==> src/rtl/spectro_frame_receiver_pkg.sv <==
// Shared constants and types for the spectrogram serial frame receiver.
package spectro_rx_pkg;

  localparam int TIME_BITS    = 32;
  localparam int CODE_BITS    = 3;
  localparam int MAX_SAMPLES  = 512;
  localparam int IDX_BITS     = $clog2(MAX_SAMPLES);
  localparam int CNT_BITS     = IDX_BITS + 1;
  localparam int BIT_CNT_BITS = $clog2(TIME_BITS);

  typedef logic [1:0] state_t;
  localparam state_t ST_IDLE   = 2'd0;
  localparam state_t ST_TIME   = 2'd1;
  localparam state_t ST_SAMPLE = 2'd2;
  localparam state_t ST_DRAIN  = 2'd3;

  typedef enum logic [1:0] {
    ERR_NONE    = 2'b00,
    ERR_TIME    = 2'b01,
    ERR_PARTIAL = 2'b10,
    ERR_OVF     = 2'b11
  } err_code_t;

  // event_time field layout as packed by the extractor
  localparam int DAY_MSB  = 31;
  localparam int DAY_LSB  = 27;
  localparam int HOUR_MSB = 26;
  localparam int HOUR_LSB = 22;
  localparam int MIN_MSB  = 21;
  localparam int MIN_LSB  = 16;
  localparam int SEC_MSB  = 15;
  localparam int SEC_LSB  = 10;
  localparam int MS_MSB   = 9;
  localparam int MS_LSB   = 0;

endpackage

==> src/rtl/spectro_frame_receiver_if.sv <==
// Serial readout stream plus decoded host-side outputs of the frame receiver.
interface spectro_frame_receiver_if;
  import spectro_rx_pkg::*;

  logic [1:0]             serial_in;
  logic                   serial_readout;
  logic                   sending_data;
  logic                   time_valid;
  logic [TIME_BITS-1:0]   event_time;
  logic                   sample_valid;
  logic [CODE_BITS-1:0]   ch1_code;
  logic [CODE_BITS-1:0]   ch2_code;
  logic [IDX_BITS-1:0]    sample_idx;
  logic                   frame_done;
  logic [CNT_BITS-1:0]    sample_count;
  logic                   frame_error;
  logic [1:0]             error_code;

  // master is the readout source / host side, slave is the receiver
  modport master (
    output serial_in, serial_readout, sending_data,
    input  time_valid, event_time, sample_valid, ch1_code, ch2_code,
           sample_idx, frame_done, sample_count, frame_error, error_code
  );

  modport slave (
    input  serial_in, serial_readout, sending_data,
    output time_valid, event_time, sample_valid, ch1_code, ch2_code,
           sample_idx, frame_done, sample_count, frame_error, error_code
  );

endinterface

==> src/rtl/spectro_frame_receiver_rx_shift_lane.sv <==
// MSB-first shift register; next_value shows the word including the bit being strobed in.
module rx_shift_lane #(
  parameter int WIDTH = 8
) (
  input  logic             clk,
  input  logic             reset,
  input  logic             clear,
  input  logic             shift,
  input  logic             bit_in,
  output logic [WIDTH-1:0] next_value
);

  logic [WIDTH-1:0] value;

  assign next_value = {value[WIDTH-2:0], bit_in};

  always_ff @(posedge clk or posedge reset) begin
    if (reset) begin
      value <= '0;
    end else if (shift) begin
      value <= next_value;
    end else if (clear) begin
      value <= '0;
    end
  end

endmodule

==> src/rtl/spectro_frame_receiver.sv <==
// Deframes the two-lane serial readout into a timestamp and paired channel codes,
// flagging truncated, partial and overflowing frames.
module spectro_frame_receiver
  import spectro_rx_pkg::*;
(
  input logic                  clk,
  input logic                  reset,
  spectro_frame_receiver_if.slave bus
);

  state_t                  state;
  logic                    sending_prev;
  logic [BIT_CNT_BITS-1:0] bit_cnt;
  logic [CNT_BITS-1:0]     sample_cnt;
  logic                    done_pend;

  logic                    time_valid;
  logic [TIME_BITS-1:0]    event_time;
  logic                    sample_valid;
  logic [CODE_BITS-1:0]    ch1_code;
  logic [CODE_BITS-1:0]    ch2_code;
  logic [IDX_BITS-1:0]     sample_idx;
  logic                    frame_done;
  logic [CNT_BITS-1:0]     sample_count;
  logic                    frame_error;
  err_code_t               error_code;

  logic                    rise;
  logic                    fall;
  logic                    time_shift;
  logic                    code_shift;
  logic                    time_last;
  logic                    code_last;
  logic                    lanes_clear;
  logic [TIME_BITS-1:0]    time_next;
  logic [CODE_BITS-1:0]    c1_next;
  logic [CODE_BITS-1:0]    c2_next;

  // The strobe on the envelope's rising edge already carries time bit 31.
  always_comb begin
    rise        = bus.sending_data && !sending_prev;
    fall        = !bus.sending_data && sending_prev;
    time_shift  = bus.serial_readout && ((state == ST_TIME) || ((state == ST_IDLE) && rise));
    code_shift  = bus.serial_readout && (state == ST_SAMPLE);
    time_last   = time_shift && (bit_cnt == BIT_CNT_BITS'(TIME_BITS - 1));
    code_last   = code_shift && (bit_cnt == BIT_CNT_BITS'(CODE_BITS - 1));
    lanes_clear = (state == ST_IDLE);
  end

  rx_shift_lane #(.WIDTH(TIME_BITS)) u_time_lane (
    .clk        (clk),
    .reset      (reset),
    .clear      (lanes_clear),
    .shift      (time_shift),
    .bit_in     (bus.serial_in[0]),
    .next_value (time_next)
  );

  rx_shift_lane #(.WIDTH(CODE_BITS)) u_c1_lane (
    .clk        (clk),
    .reset      (reset),
    .clear      (lanes_clear),
    .shift      (code_shift),
    .bit_in     (bus.serial_in[0]),
    .next_value (c1_next)
  );

  rx_shift_lane #(.WIDTH(CODE_BITS)) u_c2_lane (
    .clk        (clk),
    .reset      (reset),
    .clear      (lanes_clear),
    .shift      (code_shift),
    .bit_in     (bus.serial_in[1]),
    .next_value (c2_next)
  );

  // A frame ending on the same strobe that completed an item defers frame_done
  // by one cycle through done_pend, keeping the pulses apart.
  always_ff @(posedge clk or posedge reset) begin
    if (reset) begin
      state        <= ST_IDLE;
      sending_prev <= 1'b0;
      bit_cnt      <= '0;
      sample_cnt   <= '0;
      done_pend    <= 1'b0;
      time_valid   <= 1'b0;
      event_time   <= '0;
      sample_valid <= 1'b0;
      ch1_code     <= '0;
      ch2_code     <= '0;
      sample_idx   <= '0;
      frame_done   <= 1'b0;
      sample_count <= '0;
      frame_error  <= 1'b0;
      error_code   <= ERR_NONE;
    end else begin
      sending_prev <= bus.sending_data;
      time_valid   <= 1'b0;
      sample_valid <= 1'b0;
      frame_done   <= 1'b0;
      frame_error  <= 1'b0;

      if (done_pend) begin
        frame_done <= 1'b1;
        done_pend  <= 1'b0;
      end

      case (state)
        ST_IDLE: begin
          bit_cnt <= '0;
          if (rise) begin
            state   <= ST_TIME;
            bit_cnt <= time_shift ? BIT_CNT_BITS'(1) : '0;
          end
        end

        ST_TIME: begin
          if (time_last) begin
            event_time <= time_next;
            time_valid <= 1'b1;
            bit_cnt    <= '0;
            sample_cnt <= '0;
            if (fall) begin
              sample_count <= '0;
              done_pend    <= 1'b1;
              state        <= ST_IDLE;
            end else begin
              state <= ST_SAMPLE;
            end
          end else if (fall) begin
            frame_error <= 1'b1;
            error_code  <= ERR_TIME;
            bit_cnt     <= '0;
            state       <= ST_IDLE;
          end else if (time_shift) begin
            bit_cnt <= bit_cnt + 1'b1;
          end
        end

        ST_SAMPLE: begin
          if (code_last) begin
            bit_cnt <= '0;
            if (sample_cnt == CNT_BITS'(MAX_SAMPLES)) begin
              frame_error <= 1'b1;
              error_code  <= ERR_OVF;
              state       <= fall ? ST_IDLE : ST_DRAIN;
            end else begin
              ch1_code     <= c1_next;
              ch2_code     <= c2_next;
              sample_idx   <= sample_cnt[IDX_BITS-1:0];
              sample_valid <= 1'b1;
              sample_cnt   <= sample_cnt + 1'b1;
              if (fall) begin
                sample_count <= sample_cnt + 1'b1;
                done_pend    <= 1'b1;
                state        <= ST_IDLE;
              end
            end
          end else if (fall) begin
            bit_cnt <= '0;
            state   <= ST_IDLE;
            if (!code_shift && (bit_cnt == '0)) begin
              frame_done   <= 1'b1;
              sample_count <= sample_cnt;
            end else begin
              frame_error <= 1'b1;
              error_code  <= ERR_PARTIAL;
            end
          end else if (code_shift) begin
            bit_cnt <= bit_cnt + 1'b1;
          end
        end

        ST_DRAIN: begin
          bit_cnt <= '0;
          if (fall) begin
            state <= ST_IDLE;
          end
        end

        default: begin
          state   <= ST_IDLE;
          bit_cnt <= '0;
        end
      endcase
    end
  end

  assign bus.time_valid   = time_valid;
  assign bus.event_time   = event_time;
  assign bus.sample_valid = sample_valid;
  assign bus.ch1_code     = ch1_code;
  assign bus.ch2_code     = ch2_code;
  assign bus.sample_idx   = sample_idx;
  assign bus.frame_done   = frame_done;
  assign bus.sample_count = sample_count;
  assign bus.frame_error  = frame_error;
  assign bus.error_code   = error_code;

endmodule

==> src/flat_wrapper.sv <==
// flat-port wrapper written by rule: the top's interface ports become plain ports
module spectro_frame_receiver_flat import spectro_rx_pkg::*;
  (clk, reset, bus_serial_in, bus_serial_readout, bus_sending_data, bus_time_valid, bus_event_time, bus_sample_valid, bus_ch1_code, bus_ch2_code, bus_sample_idx, bus_frame_done, bus_sample_count, bus_frame_error, bus_error_code);
  spectro_frame_receiver_if bus_i ();
  input logic clk;
  input logic reset;
  input wire logic [$bits(bus_i.serial_in)-1:0] bus_serial_in;
  input wire logic [$bits(bus_i.serial_readout)-1:0] bus_serial_readout;
  input wire logic [$bits(bus_i.sending_data)-1:0] bus_sending_data;
  output wire logic [$bits(bus_i.time_valid)-1:0] bus_time_valid;
  output wire logic [$bits(bus_i.event_time)-1:0] bus_event_time;
  output wire logic [$bits(bus_i.sample_valid)-1:0] bus_sample_valid;
  output wire logic [$bits(bus_i.ch1_code)-1:0] bus_ch1_code;
  output wire logic [$bits(bus_i.ch2_code)-1:0] bus_ch2_code;
  output wire logic [$bits(bus_i.sample_idx)-1:0] bus_sample_idx;
  output wire logic [$bits(bus_i.frame_done)-1:0] bus_frame_done;
  output wire logic [$bits(bus_i.sample_count)-1:0] bus_sample_count;
  output wire logic [$bits(bus_i.frame_error)-1:0] bus_frame_error;
  output wire logic [$bits(bus_i.error_code)-1:0] bus_error_code;
  assign bus_i.serial_in = bus_serial_in;
  assign bus_i.serial_readout = bus_serial_readout;
  assign bus_i.sending_data = bus_sending_data;
  assign bus_time_valid = bus_i.time_valid;
  assign bus_event_time = bus_i.event_time;
  assign bus_sample_valid = bus_i.sample_valid;
  assign bus_ch1_code = bus_i.ch1_code;
  assign bus_ch2_code = bus_i.ch2_code;
  assign bus_sample_idx = bus_i.sample_idx;
  assign bus_frame_done = bus_i.frame_done;
  assign bus_sample_count = bus_i.sample_count;
  assign bus_frame_error = bus_i.frame_error;
  assign bus_error_code = bus_i.error_code;
  spectro_frame_receiver u_core (.clk(clk), .reset(reset), .bus(bus_i));
endmodule
==> config.mk <==
export PLATFORM = sky130hd
export DESIGN_NAME = spectro_frame_receiver_flat
export DESIGN_NICKNAME = d
export VERILOG_FILES = /design/src/rtl/spectro_frame_receiver_pkg.sv /design/src/rtl/spectro_frame_receiver_if.sv /design/src/rtl/spectro_frame_receiver_rx_shift_lane.sv /design/src/rtl/spectro_frame_receiver.sv /design/src/flat_wrapper.sv
export SDC_FILE = /design/constraint.sdc
export NUM_CORES = 1
export LEC_CHECK = 0
export ABC_AREA = 1
export BUFFER_PORTS_ARGS = -buffer_cell sky130_fd_sc_hd__buf_2
export CORE_MARGIN = 5
export CORE_UTILIZATION = 54
export CTS_BUF_LIST = sky130_fd_sc_hd__clkbuf_8
export CTS_CLUSTER_DIAMETER = 80
export DETAILED_ROUTE_END_ITERATION = 8
export GPL_ROUTABILITY_DRIVEN = 0
export GPL_TIMING_DRIVEN = 0
export PLACE_DENSITY = 0.76
export SLEW_MARGIN = 10
export SYNTH_ARGS = -nofsm -noshare
export SYNTH_HDL_FRONTEND = slang
export SYNTH_SLANG_ARGS = --single-unit
==> constraint.sdc <==
create_clock -name clk -period 5 [get_ports clk]
set_clock_uncertainty 0.15 [all_clocks]
set_input_delay 0.5 -clock clk [delete_from_list [all_inputs] [get_ports clk]]
set_output_delay 0.5 -clock clk [all_outputs]
set_load 0.02 [all_outputs]
Word-level counts from Yosys, hierarchy flattened

Index checks and enable logic that the tools add are counted.

Input port bits: 6
Register bits after elaboration: 117

Bitwise operators: 1
Reductions and logical operators: 23
Equal/unequal tests: 20
Muxes and demuxes: 62
$add $sub $neg: 2

Operators with widths:

| cell                  | count |
|---|---|
| $mux 10               | 10 |
| $mux 31               | 2 |
| $pmux 10 s2           | 2 |
| $mux 5                | 7 |
| $mux 2                | 16 |
| $mux 1                | 20 |
| $pmux 5 s4            | 1 |
| $reduce_and 6->1      | 2 |
| $add 10x1->10 const B | 1 |
| $eq 10x10->1 const B  | 1 |
| $ne 2x1->1 const B    | 5 |
| $logic_and 1x1->1     | 8 |
| $ne 4x1->1 const B    | 2 |
| $pmux 2 s4            | 1 |
| $ne 3x2->1 const B    | 2 |
| $ne 3x3->1 const B    | 2 |
| $reduce_bool 2->1     | 3 |
| $add 5x1->5 const B   | 1 |
| $eq 5x2->1 const B    | 1 |
| $eq 5x5->1 const B    | 1 |
| $logic_not 5->1       | 1 |
| $eq 2x2->1 const B    | 2 |
| $ne 2x2->1 const B    | 2 |
| $pmux 1 s2            | 2 |
| other kinds (10)      | 13 |

Logic depth before layout (Yosys ltp)

Depth after elaboration: 9
Depth in mapped cells: 13
Mapped depth without buffers: 12

Cells and area by module

From an unflattened synthesis, not the netlist that was laid out.

Cells, all modules: 649
Area, all modules: 5,292.6 um^2

By module, submodules not included:

| module                                | area an instance (um^2) | seq. area each (um^2) | cells each | times used |
|---|---|---|---|---|
| spectro_frame_receiver                | 3,932.5                 | 2,052.0               | 494        | 1 |
| rx_shift_lane at u_core.u_time_lane   | 1,179.9                 | 775.7                 | 133        | 1 |
| rx_shift_lane at u_core.u_c1_lane ... | 90.1                    | 50.0                  | 11         | 2 |

Least setup slack after synthesis

OpenSTA, ideal clock, no wires.

Path kind: reg-to-reg
Start: reg u_core.state[0]
End: reg u_core.sample_count[0] (netlist: u_core.bus.sample_count[0])
Arrival time: 1,642 ps
Setup time: 123 ps
Stages on the path, launching flop included: 13
Period minus slack after synthesis: 1,916 ps
Path slack: 3,084 ps
Cell sequence: dfrtp_1 inv_1 ha_1 nand3_2 inv_2 nand2_4 nand3_1 nand2_1 nor2_4 inv_4 buf_6 nand2_1 o21ai_2

Cells in the longest elaborated chain, start to end: 7
Elaborated cells on any way between the ends: 20

RTL lines:

| what                              | line                          | source |
|---|---|---|
| from (decl)                       | spectro_frame_receiver.sv:11  | `state_t state;` |
| from (signal assigned)            | spectro_frame_receiver.sv:146 | `state <= fall ? ST_IDLE : ST_DRAIN;` |
| $logic_not 2->1                   | spectro_frame_receiver.sv:43  | `time_shift = bus.serial_readout && ((state == ST_TIME) \|\| ((state == ST_IDLE) && rise));` |
| $logic_and 1x1->1                 | spectro_frame_receiver.sv:43  |  |
| $logic_or 1x1->1                  | spectro_frame_receiver.sv:43  |  |
| $logic_and 1x1->1                 | spectro_frame_receiver.sv:43  |  |
| $logic_and 1x1->1                 | spectro_frame_receiver.sv:45  | `time_last = time_shift && (bit_cnt == BIT_CNT_BITS'(TIME_BITS - 1));` |
| $ne 2x1->1 (no source line)       | -                             |  |
| $reduce_and 6->1 (no source line) | -                             |  |
| to (signal assigned)              | spectro_frame_receiver.sv:154 | `sample_count <= sample_cnt + 1'b1;` |
| to (signal assigned)              | spectro_frame_receiver.sv:164 | `sample_count <= sample_cnt;` |
| to (decl)                         | spectro_frame_receiver.sv:24  | `logic [CNT_BITS-1:0] sample_count;` |

Several ways; a longest one is shown, not always the timed one.
A chain may end at the register's enable or synchronous reset.

Worst setup path after layout

Start: reg u_core.bit_cnt[1]
End: reg u_core.sample_count[1] (netlist: u_core.bus.sample_count[1])

Cells in the longest elaborated chain, start to end: 4
Elaborated cells on any way between the ends: 12

RTL lines:

| what                                                                    | line                                                                                      | source |
|---|---|---|
| from (decl)                                                             | spectro_frame_receiver.sv:13                                                              | `logic [BIT_CNT_BITS-1:0] bit_cnt;` |
| from (signal assigned)                                                  | spectro_frame_receiver.sv:113                                                             | `bit_cnt <= time_shift ? BIT_CNT_BITS'(1) : '0;` |
| from (signal assigned)                                                  | spectro_frame_receiver.sv:136                                                             | `bit_cnt <= bit_cnt + 1'b1;` |
| from (signal assigned)                                                  | spectro_frame_receiver.sv:170                                                             | `bit_cnt <= bit_cnt + 1'b1;` |
| $eq 5x2->1, or another cell as far along                                | spectro_frame_receiver.sv:46                                                              | `code_last = code_shift && (bit_cnt == BIT_CNT_BITS'(CODE_BITS - 1));` |
| $logic_and 1x1->1 (on tied branches)                                    | spectro_frame_receiver.sv:46, spectro_frame_receiver.sv:45, spectro_frame_receiver.sv:162 |  |
| $ne 3x3->1 (no source line), or another cell as far along               | -                                                                                         |  |
| $reduce_and 6->1 (no source line) / $pmux 10 s2 (equally long branches) | -                                                                                         |  |

Several ways; a longest one is shown, not always the timed one.

==> results.cfg <==
[finish]
final_cells = 749
nets = 641
antenna_cells = 0
final_area_um2 = 5900
regArea_um2 = 2930
fillers = 717
drive_gt1_share_pct = 21.3
fin_util_pct = 64.5
multiInputGateArea_um2 = 1730
syn_to_final_growth_pct = 17.9

[logic_synthesis]
synth.ff_latch_count = 117
synth_most_common_cell = nand2_1
synthArstFlopShare_pct = 100
ys.flop_type = dfrtp_1
synth-edff-count = 0
yosys-top-cells-area = dfrtp_1 58%, nand2_1 9.9%, o21ai_0 6.1%, inv_1 4.9%, o22ai_1 4.7%
syn-cell-area_um2 = 5010
synth.top_cells.by_count = 132 x nand2_1, 117 x dfrtp_1, 65 x inv_1
syn_inst = 536
yosys_warnings = 0
yosysUniqueCellTypes = 32
synth_largest_area_cell = dfrtp_1
synth_top_area_share_pct = 58.5
synth.avg_cell_area_um2 = 9.34
synth_seq_area_share_pct = 58.5
syn_nets = 552

[route]
num_vias = 3939
drt-initial-drc-count = 292
ant_nets = 0
routedWlPerCell_um = 14.3
drc_errors = 0
vias_per_cell = 5.26
firstDrtPassIters = 5
drt-total-wl_mm = 10.7

[clock_network]
postCtsSetupBuffers = 0
cts.sinks = 117
post_cts_resized = 0
cts-root-buf = clkbuf_8
clkTransAtPathRegs_ps = 80
cts_max_level = 4
cts_tree = yes
clock_latency_ps = 430
cts_made_buffers = 17
cts_buffer_depth = 2

[power_and_ir_drop]
power_density_nw_per_um2 = 367
leakage_nw = 2.95
vdd_drop_max_v = 0.000175

[sta]
grt_setup_unrepaired = false
hold_viol = 0
setup_tns_ps = 0
period_share_pct = 43.8
worstMarginPinSlew_ps = 447
min_period_ps = 2190
setup_violations = 0
slew-limit-headroom_pct = 70.1
max_freq_mhz = 457
final_max_slew_viol_count = 0

[die]
coreArea_um2 = 9150
start_util_pct = 54.7
placementRows = 35
die_w_um = 106
io_pins = 69
die_h_um = 106
dieArea_um2 = 11300

[setup_path]
worstSetupEndpointType = register
required_ps = 5170
reg2reg_to = u_core.bus.sample_count[1]$_DFFE_PP0P_
rr_startpoint = u_core.bit_cnt[1]$_DFFE_PP0P_
critPathLaunch = u_core.bit_cnt[1]$_DFFE_PP0P_
critPathKind = reg -> reg
crit_arrival_ps = 2360
endpoint = u_core.bus.sample_count[1]$_DFFE_PP0P_
rrSetupSlack_ps = 2810
rr_worst_depth = 12
crit_path_start_kind = register
worst-path-max-fanout = 10

[global_route]
gr-total-overflow = 0
grtUsageTotal_pct = 20.8
antenna_found_initial = 0
grt_max_degree = 90
grt_first_pass_wirelength_mm = 18.8
first_global_vias = 4006

[placed_design]
portBuffers = 68
place_inst = 716
dp_hpwl_mm = 7.56
place_area_um2 = 5520

[run_status]
status = completed

[min_path]
hp-class = in -> reg

[job]
drv_cap = 0
==> routing by layer <==
layer / routed length [um] / vias up / GRT usage [%]
met1: 5030 / 1885 / 28.2
met2: 5020 / 107 / 33.0
met4: 117 / 0 / 5.92
met3: 535 / 16 / 5.77
met5: 0 / - / 0
li1: - / 1931 / -
==> report_power, final <==
part	total, mW	leakage [nW]	switching [mW]	internal, mW
clock	0.810	0.174	0.402	0.408
combinational	0.367	1.15	0.264	0.103
sequential	0.989	1.62	0.0180	0.971
total	2.17	2.95	0.684	1.48
==> worst min path at each step <==
stage | startpoint | end | cells after the start
6_report | bus_sending_data | u_core.sending_prev$_DFF_PP0_ | 1
5_1_grt | bus_sending_data | u_core.sending_prev$_DFF_PP0_ | 1
4_1_cts | bus_sending_data | u_core.sending_prev$_DFF_PP0_ | 1
3_5_place_dp | u_core.done_pend$_DFF_PP0_ | u_core.bus.frame_done$_DFF_PP0_ | 1
3_3_place_gp | u_core.done_pend$_DFF_PP0_ | u_core.bus.frame_done$_DFF_PP0_ | 1
2_1_floorplan | u_core.done_pend$_DFF_PP0_ | u_core.bus.frame_done$_DFF_PP0_ | 1
==> registers in the layout (all words and copies together), names as in the netlist, 3 cells and up <==
name                      cells
u_core.u_time_lane.value     31
u_core.bus.ch2_code           3
u_core.sample_cnt            10
u_core.bus.ch1_code           3
u_core.bus.sample_idx         9
u_core.bus.sample_count      10
u_core.bus.event_time        32
u_core.bit_cnt                5
==> cell usage in the layout (no fill, tap or decap), drive strengths merged, types with 5 or more instances in the layout <==
cell	instances
nand2	136
dfrtp	117
buf	74
inv	73
o21ai	71
o22ai	38
nor2	33
clkbuf	30
nand3	20
ha	10
a21oi	6
clkinvlp	6
clkinv	5
==> metrics by stage <==
stage | power [mW] | setup WS [ps] | hold slack [ps]
global placement | 1.36 | 89.9 | 292
finish | 2.17 | 2810 | 42.4
CTS | 2.18 | 2800 | 17.7
detailed placement | 1.37 | 2800 | 294
floorplan | 1.29 | 1250 | 267
global route | 2.28 | 2580 | 17.1
==> critical path: stages, from the launching register on <==
cell and delay, ps:
dfrtp_1 400, ha_1 210, nand2_1 60, nor2_1 100
ha_1 220, a21boi_0 140, inv_1 160, nand2_2 90
nor2_4 210, inv_4 70, buf_6 140, nand2_1 70
o21ai_2 50
==> area by class of cell <==
type,count,share of cell area (%)
sequential,117,49.6
multi-input combinational,331,29.3
timing repair buffer,70,6.40
inverter,71,4.68
clock buffer,18,4.20
tap,111,2.35
clock inverter,14,2.18
buffer,17,1.34
==> kinds of logic (layout without fill, tap and decap cells) <==
group                      count (synthesis)  count (layout)  synth area share (%)
adders and majority gates                 10              10                  2.50
AOI/OAI and AO/OA                        120             120                  13.8
and+or+nand+nor                          195             195                  17.2
DFF                                      117             117                  58.5
xor gates and xnor gates                   6               6                  1.05
buffers and inverters                     88             190                  7.00
==> timing repair <==
| item | 4_1_cts | 5_1_grt |
|---|---|---|
| hold buffers | 1 | 0 |
| endpoints found under the setup margin | 0 | 0 |
| endpoints found under the hold margin | 28 | 0 |
Note: power is estimated with default switching activity, not from simulation.
